`src/rtl/banco_reg_pkg.sv`:
```
// Shared definitions for the banco_reg_sb register file and its pending-write scoreboard.
// Defaults, the hard-wired zero register index and a packed-port slicing helper.
package banco_reg_pkg;

    localparam int DEF_DATA_W  = 32;
    localparam int DEF_ADDR_W  = 5;
    localparam int DEF_NUM_RD  = 2;
    localparam int ZERO_REG    = 0;
    // Widest packed port vector the slice helper accepts.
    localparam int SLICE_VEC_W = 256;

    function automatic logic [SLICE_VEC_W-1:0] port_slice(
        input logic [SLICE_VEC_W-1:0] vec,
        input int unsigned            k,
        input int unsigned            w
    );
        return vec >> (k * w);
    endfunction

endpackage

```
`src/rtl/reg_scoreboard.sv`:
```
// Pending-write tags: issue sets a register's bit, writeback clears it, set wins on a tie.
// pend_cnt tracks the number of set bits and is updated on the same edge as the bits.
module reg_scoreboard
    import banco_reg_pkg::*;
#(
    parameter int ADDR_W = DEF_ADDR_W
) (
    input  logic                  clk,
    input  logic                  rst_n,
    input  logic                  iss_en,
    input  logic [ADDR_W-1:0]     iss_a,
    input  logic                  wr_en,
    input  logic [ADDR_W-1:0]     wa,
    output logic [2**ADDR_W-1:0]  pend,
    output logic [ADDR_W:0]       pend_cnt
);

    localparam int NREGS = 2**ADDR_W;

    logic [NREGS-1:0] pend_q, pend_d;
    logic [ADDR_W:0]  cnt_q, cnt_d;
    logic             inc, dec;

    always_comb begin
        pend_d = pend_q;
        if (wr_en)  pend_d[wa]    = 1'b0;
        if (iss_en) pend_d[iss_a] = 1'b1;

        inc = iss_en && !pend_q[iss_a];
        // A clear that is overridden by a same-address issue is not a removal.
        dec = wr_en && pend_q[wa] && !(iss_en && (iss_a == wa));
        cnt_d = cnt_q + {{ADDR_W{1'b0}}, inc} - {{ADDR_W{1'b0}}, dec};
    end

    always_ff @(posedge clk or negedge rst_n) begin
        if (!rst_n) begin
            pend_q <= '0;
            cnt_q  <= '0;
        end else begin
            pend_q <= pend_d;
            cnt_q  <= cnt_d;
        end
    end

    assign pend     = pend_q;
    assign pend_cnt = cnt_q;

endmodule

```
`src/rtl/banco_reg_sb.sv`:
```
// MIPS register file with per-port pending-operand flags; register 0 reads as zero.
// Optional same-cycle write-through forwarding when BANCO_REG_BYPASS_EN is defined.
module banco_reg_sb
    import banco_reg_pkg::*;
#(
    parameter int DATA_W = DEF_DATA_W,
    parameter int ADDR_W = DEF_ADDR_W,
    parameter int NUM_RD = DEF_NUM_RD
) (
    input  logic                     clk,
    input  logic                     rst_n,
    input  logic                     we,
    input  logic [ADDR_W-1:0]        wa,
    input  logic [DATA_W-1:0]        wd,
    input  logic                     iss_v,
    input  logic [ADDR_W-1:0]        iss_a,
    input  logic [NUM_RD*ADDR_W-1:0] ra,
    output logic [NUM_RD*DATA_W-1:0] rd,
    output logic [NUM_RD-1:0]        rd_busy,
    output logic [ADDR_W:0]          pend_cnt
);

    localparam int NREGS = 2**ADDR_W;
    localparam logic [ADDR_W-1:0] ZERO_A = ADDR_W'(ZERO_REG);

    logic [DATA_W-1:0] regs_q [NREGS];
    logic [DATA_W-1:0] regs_d [NREGS];
    logic [NREGS-1:0]  pend;
    logic              wr_en, iss_en;
    logic [ADDR_W-1:0] ra_k;

    assign wr_en  = we && (wa != ZERO_A);
    assign iss_en = iss_v && (iss_a != ZERO_A);

    always_comb begin
        regs_d = regs_q;
        if (wr_en) regs_d[wa] = wd;
    end

    always_ff @(posedge clk or negedge rst_n) begin
        if (!rst_n) begin
            for (int i = 0; i < NREGS; i++) regs_q[i] <= '0;
        end else begin
            regs_q <= regs_d;
        end
    end

    reg_scoreboard #(.ADDR_W(ADDR_W)) u_scoreboard (
        .clk      (clk),
        .rst_n    (rst_n),
        .iss_en   (iss_en),
        .iss_a    (iss_a),
        .wr_en    (wr_en),
        .wa       (wa),
        .pend     (pend),
        .pend_cnt (pend_cnt)
    );

    // Reads are gated by rst_n so a forwarded write cannot leak out during reset.
    always_comb begin
        rd      = '0;
        rd_busy = '0;
        ra_k    = '0;
        for (int k = 0; k < NUM_RD; k++) begin
            ra_k = ADDR_W'(port_slice(SLICE_VEC_W'(ra), int'(k), ADDR_W));
            if (rst_n && (ra_k != ZERO_A)) begin
                rd[k*DATA_W +: DATA_W] = regs_q[ra_k];
                rd_busy[k]             = pend[ra_k];
`ifdef BANCO_REG_BYPASS_EN
                if (wr_en && (ra_k == wa)) begin
                    rd[k*DATA_W +: DATA_W] = wd;
                    rd_busy[k]             = iss_en && (iss_a == wa);
                end
`endif
            end
        end
    end

endmodule

```
`config.mk`:
```
export PLATFORM = sky130hd
export DESIGN_NAME = banco_reg_sb
export DESIGN_NICKNAME = d
export VERILOG_FILES = /design/src/rtl/banco_reg_pkg.sv /design/src/rtl/reg_scoreboard.sv /design/src/rtl/banco_reg_sb.sv
export SDC_FILE = /design/constraint.sdc
export NUM_CORES = 2
export LEC_CHECK = 0
export ABC_AREA = 1
export CORE_ASPECT_RATIO = 1.5
export CORE_MARGIN = 2
export CORE_UTILIZATION = 40
export DETAILED_ROUTE_END_ITERATION = 6
export GPL_ROUTABILITY_DRIVEN = 0
export PLACE_DENSITY = 0.55
export RECOVER_POWER = 100
export SKIP_LAST_GASP = 1
export SYNTH_ARGS = -nofsm -noshare
export SYNTH_HDL_FRONTEND = slang
export SYNTH_SLANG_ARGS = --single-unit
```
`constraint.sdc`:
```
create_clock -name clk -period 3.3 [get_ports clk]
set_input_delay 0.33 -clock clk [delete_from_list [all_inputs] [get_ports clk]]
set_output_delay 0.33 -clock clk [all_outputs]
set_load 0.1 [all_outputs]
```
==> reports/metrics.yaml <==
timing:
  finalMaxSlewViolations: 705
  tightest_slew_ns: 2.24
  holdWs_ns: 0.336
  setup-tns-final_ns: 0
  final_hold_viol_count: 0
  rsz0062_at_grt: "false"
  finalSetupViolCount: 0
  maxSlewHeadroom: -0.492
  period_needed_ns: 3.10
  fin_crit_sh: 0.940
  max_freq_ghz: 0.322
  final.setup_skew_ns: 0.0271
global_routing:
  overflow: 0
  antenna_found_initial: 11
  grt_pass1_wl_um: 391000
  grt_pass1_vias: 57279
  grt_max_degree: 156
  grt_usage: 0.344
power_and_ir_drop:
  pwr_density_cell_nw_per_um2: 604
  power.leakage_nw: 31.4
  peakVddDrop_mv: 0.529
  total_power_mw: 40.8
job:
  maxCapViolations: 15
critical_path:
  arrival_ns: 2.77
  critical_path_class: "input pin to output port"
  path_max_fanout: 54
  worstSetupEndpointType: "output port"
  required_ns: 2.97
  start_kind: "input pin"
outcome:
  violations: "max-capacitance violations, max-slew violations"
  status: "complete, but fails checks"
clocking:
  ctsRootBufferMaster: "clkbuf_16"
  worstSkewPairLatency_ns: 0.80
  cts_htree_levels: 3
  post_cts_resized: 0
  cts_tree: "done"
  cts_buffers: 111
  cts_setup_buffers: 0
  clock_path_buffers: 3
  cts.sinks: 1062
  clkTransAtPathRegs_ns: 0.06
route:
  vias_per_cell: 5.80
  drc: 0
  drt_pass1_iterations: 7
  antenna_left: 0
  vias: 60854
  routed_wl_um: 265000
  wl_per_cell_um: 25.3
  drt-initial-drc-count: 7419
final_layout:
  final_nets: 8536
  fill_cells: 15046
  area_growth_pct: 12.9
  layout_common_cells: "nand2_1, o21ai_0, dfrtp_1"
  layout_commonest_cell: "nand2_1"
  drive_gt1_frac: 0.0646
die:
  initial_utilization: 0.403
  pin_count: 128
  rows: 173
  die_y_um: 477
  dieWidth_um: 320
  core_sq_um: 148000
  die_area_sq_um: 153000
synth:
  synth.distinct_cells: 25
  yosysWarnings: 0
  ys_seq_area_frac: 0.445
  synthCells: 8725
  syn_nets: 8788
  syn_avg_cell_area_sq_um: 6.85
  netlist_area_sq_um: 59800
  ys_ff_latch: 1062
placement:
  place.port_buffers: 127
  dp_hpwl_um: 148000
hold_path:
  hp-class: "input pin to flop"
## sequential cells by signal, indices dropped and copies added (netlist names)
signal and count:
u_scoreboard.pend 32, u_scoreboard.pend_cnt 6, regs_q 1024
## logic make-up after synthesis
| logic type | Yosys count | share of synthesized area |
|---|---|---|
| simple gates | 4474 | 0.300 |
| compound gates | 1929 | 0.167 |
| buf+inv | 1243 | 0.0859 |
| flops | 1062 | 0.445 |
| xor+xnor | 10 | 0.00147 |
| fa+ha+maj | 7 | 0.00159 |
## report_power, final
group	switching (mW)	total (mW)	internal [mW]
clock network	5.87	13.7	7.78
logic	6.28	9.51	3.23
registers	1.88	17.6	15.7
## layout make-up
class	instances	area (sq um)	share of cell area
flip-flops and latches	1062	26600	0.394
repair buffers	390	4630	0.0686
well taps	1925	2410	0.0357
inverters	488	1870	0.0277
multi-input cells	6420	28100	0.416
diodes	8	20.0	0.000297
clock inverters	45	627	0.00929
clock buffers	159	3250	0.0481
## stage by stage
step | instance area (sq um) | instances | utilization | worst slack, ns
floorplan | 59800 | 8725 | - | 0.0759
global placement | 64200 | 10282 | 0.433 | 0.198
detailed placement | 64200 | 10282 | 0.433 | 0.236
CTS | 68100 | 10489 | 0.460 | 0.395
global route | 67500 | 10491 | 0.455 | 0.153
finish | 67500 | 10497 | 0.455 | 0.198
## routing by layer
metal	wire, um	share of wire	track usage
met5	26	0.000098	0
met4	16100	0.061	0.182
met3	26800	0.10	0.0673
met2	118000	0.44	0.537
met1	105000	0.39	0.449
## repair_timing
item	CTS	global route
endpoints found under the setup margin	0	0
endpoints found under the hold margin	196	0
hold buffers	3	0
## critical path, cell delays in order
cell and delay [ns]:
buf_8 0.16, inv_6 0.61, buf_6 0.43, nand2_1 0.09, nand3_1 0.09, nand3_1 0.10
nand3_1 0.13, nand3_1 0.15, a21oi_1 0.36, buf_12 0.23
## cell usage after synthesis
master / instances / area share
a21oi_1: 460 / 0.039
buf_1: 49 / 0.0031
ha_1: 6 / 0.0013
clkbuf_1: 358 / 0.022
o211ai_1: 104 / 0.013
clkinv_1: 2 / 0.00013
nor2_2: 5 / 0.00052
nor2_4: 4 / 0.00075
xor2_1: 10 / 0.0015
nor2_1: 602 / 0.038
nor3_1: 3 / 0.00025
inv_1: 456 / 0.029
o21ai_0: 1206 / 0.10
inv_2: 30 / 0.0019
fa_1: 1 / 0.00033
nand2_1: 3034 / 0.19
buf_2: 334 / 0.028
o22ai_1: 30 / 0.0031
nand4_1: 8 / 0.00084
o21ai_1: 128 / 0.011
dfrtp_1: 1062 / 0.44
o31ai_1: 1 / 0.00013
nand3_1: 811 / 0.068
nor3_2: 7 / 0.0012
buf_4: 14 / 0.0018
## path summary, 6_finish.rpt
path                                       startpoint                       end  slack, ns  cells after the start
worst max register to register  u_scoreboard.pend[27]  u_scoreboard.pend_cnt[4]       0.83                     15
max in group asynchronous                       rst_n                regs_q[88]       0.57                      4
worst max-delay path                            ra[5]                    rd[56]       0.20                     10
worst min-delay path                            wd[8]               regs_q[520]       0.34                      4
min in group asynchronous                       rst_n               regs_q[545]       0.76                      3
worst min register to register           regs_q[1001]              regs_q[1001]       0.38                      0
Power figures use the tool's default switching activity.
==> variant (config.mk and constraints unchanged) <==
The package constant `ZERO_REG` goes from 0 to 1.
--- a/src/rtl/banco_reg_pkg.sv
+++ b/src/rtl/banco_reg_pkg.sv
@@ -5,7 +5,7 @@
     localparam int DEF_DATA_W  = 32;
     localparam int DEF_ADDR_W  = 5;
     localparam int DEF_NUM_RD  = 2;
-    localparam int ZERO_REG    = 0;
+    localparam int ZERO_REG    = 1;
     // Widest packed port vector the slice helper accepts.
     localparam int SLICE_VEC_W = 256;
 
Function: not settled (the Yosys comparison gave no result); the edit may change what the design does.
==> variant against the unedited design <==
  * The flow still finishes with violations (max-capacitance violations, max-slew violations)
  * Largest power group unchanged
  * Worst setup slack got worse by 0.11 ns
  * Total power down 0.66%
  * Critical endpoint is now rd[53]
  * Non-clock buffer count up 50
  * Routed wire length rose by 0.61%
  * Design area hardly changed
  * Clock skew shrank 0.014 ns
  * Sequential cell count stayed put
  * Area after synthesis up 0.13%
==> variant: results (changes against the unedited design) <==
- The final cell count without fillers is 10,500 (+0.44%).
* Post-CTS Hold Fix Bufs: 2 (-1)
* Amount of wire on met2 after detailed routing: 121 mm (+2.8%)
* Run status: complete, but fails checks
* Worst vdd ir: 0.450 mV (-15%)
- The detailed-routed wire length on met3 came to 24.5 mm (-8.5%).
- Library cells used by synthesis: 33 (+32%)
- The fraction of met2 tracks used by global routing is 54.8% (+1.1 points).
- The pin count of the biggest net entering global routing was 159 (+1.9%).
- The number of H-tree levels came to 3 (unchanged).
* Arrival time at the worst endpoint: 2.88 ns (+0.11 ns)
- The total routing resource utilization after global routing was 34.4% (+0.069 points).
- The xor and xnor area share after synthesis came to 0.132% (-0.015 points).
* Leakage component of the power: 31.6 nW (+0.44%)
- The fraction of the mapped netlist area in compound gates is 16.5% (-0.16 points).
- Half-perimeter wire length of the detailed placement result: 158 mm (+6.9%)
- Met3 global-route usage: 5.31% (-1.4 points)
* Adder-cell share of the synthesized area: 0.159% (-0.00020 points)
* First-pass GRT wire length: 391 mm (+0.16%)
- The met1 track utilization from global routing was 44.7% (-0.26 points).
- The number of pins exceeding their max-slew limit in the final report is 339 (-52%).
* Met1 wire length: 105 mm (about the same)
* Failing checks: max-capacitance violations, max-slew violations
* Part of the Yosys area used for sequential elements: 44.4% (-0.056 points)
- The delay of the slowest cell on the worst path is 0.57 ns (-0.04 ns).
- The slowest stage of the critical path belongs to the cell clkbuf_2.
* Initial antenna violation count: 18 (+7)
- The placed instance area came to 64,600 sq um (+0.62%).
- The via count of the first global-routing pass is 57,700 (+0.80%).
* Most numerous cell types in the synthesized netlist: 3,108 x nand2_1, 1,232 x o21ai_0, 1,062 x dfrtp_1, 772 x nand3_1, 623 x nor2_1
- The count of max-cap constraint violations is 6 (-9).
- Cells resized by post-CTS repair: 0 (unchanged)
* Worst setup slack after placement: 0.168 ns (-0.0673 ns)
- The clock network latency to the later pin of the worst-skew pair was 0.76 ns (-0.04 ns).
- After synthesis, the cell types taking the most area are dfrtp_1 44%, nand2_1 19%, o21ai_0 10%.
- The total via count in the routed design was 61,000 (+0.29%).
* CTS buffer count: 110 (-0.90%)
* Number of DRC markers in iteration 0: 7,423 (+0.054%)
- The total detailed-routing wirelength is 267 mm (+0.61%).
* Final Net Count: 8,583 (+0.55%)
- The transition time of the tightest slew-check pin was 2.00 ns (-0.237 ns).
- The maximum clock skew at final layout was 0.0133 ns (-0.0138 ns).
* Count of placed standard cells including taps: 10,300 (+0.48%)
==> variant: path summary, 6_finish.rpt <==
path	cells after the start	slack (ns)	from	endpoint
setup / recovery	7	0.09	rst_n	rd[53]
hold / removal	4	0.33	wd[18]	regs_q[722]
setup reg to reg	15	0.77	u_scoreboard.pend[4]	u_scoreboard.pend_cnt[4]
hold reg to reg	0	0.40	regs_q[972]	regs_q[972]
max in group asynchronous	4	0.66	rst_n	regs_q[148]
min in group asynchronous	3	0.36	rst_n	regs_q[513]
==> variant: area by class of cell <==
type	count	area, sq um
Tap cell	1925	2410
Clock inverter	40	608
Fill cell	15100	80700
Clock buffer	160	3210
Inverter	434	1670
Timing Repair Buffer	440	4800
Antenna cell	10	25.0
Sequential cell	1062	26600
Multi-Input combinational cell	6472	28200
==> variant: report_power, final <==
group	internal [mW]	switching (mW)	leakage, nW	total [mW]
combinational	3.20	6.18	16.6	9.38
clock	7.76	5.79	1.86	13.5
sequential	15.7	1.89	13.1	17.6
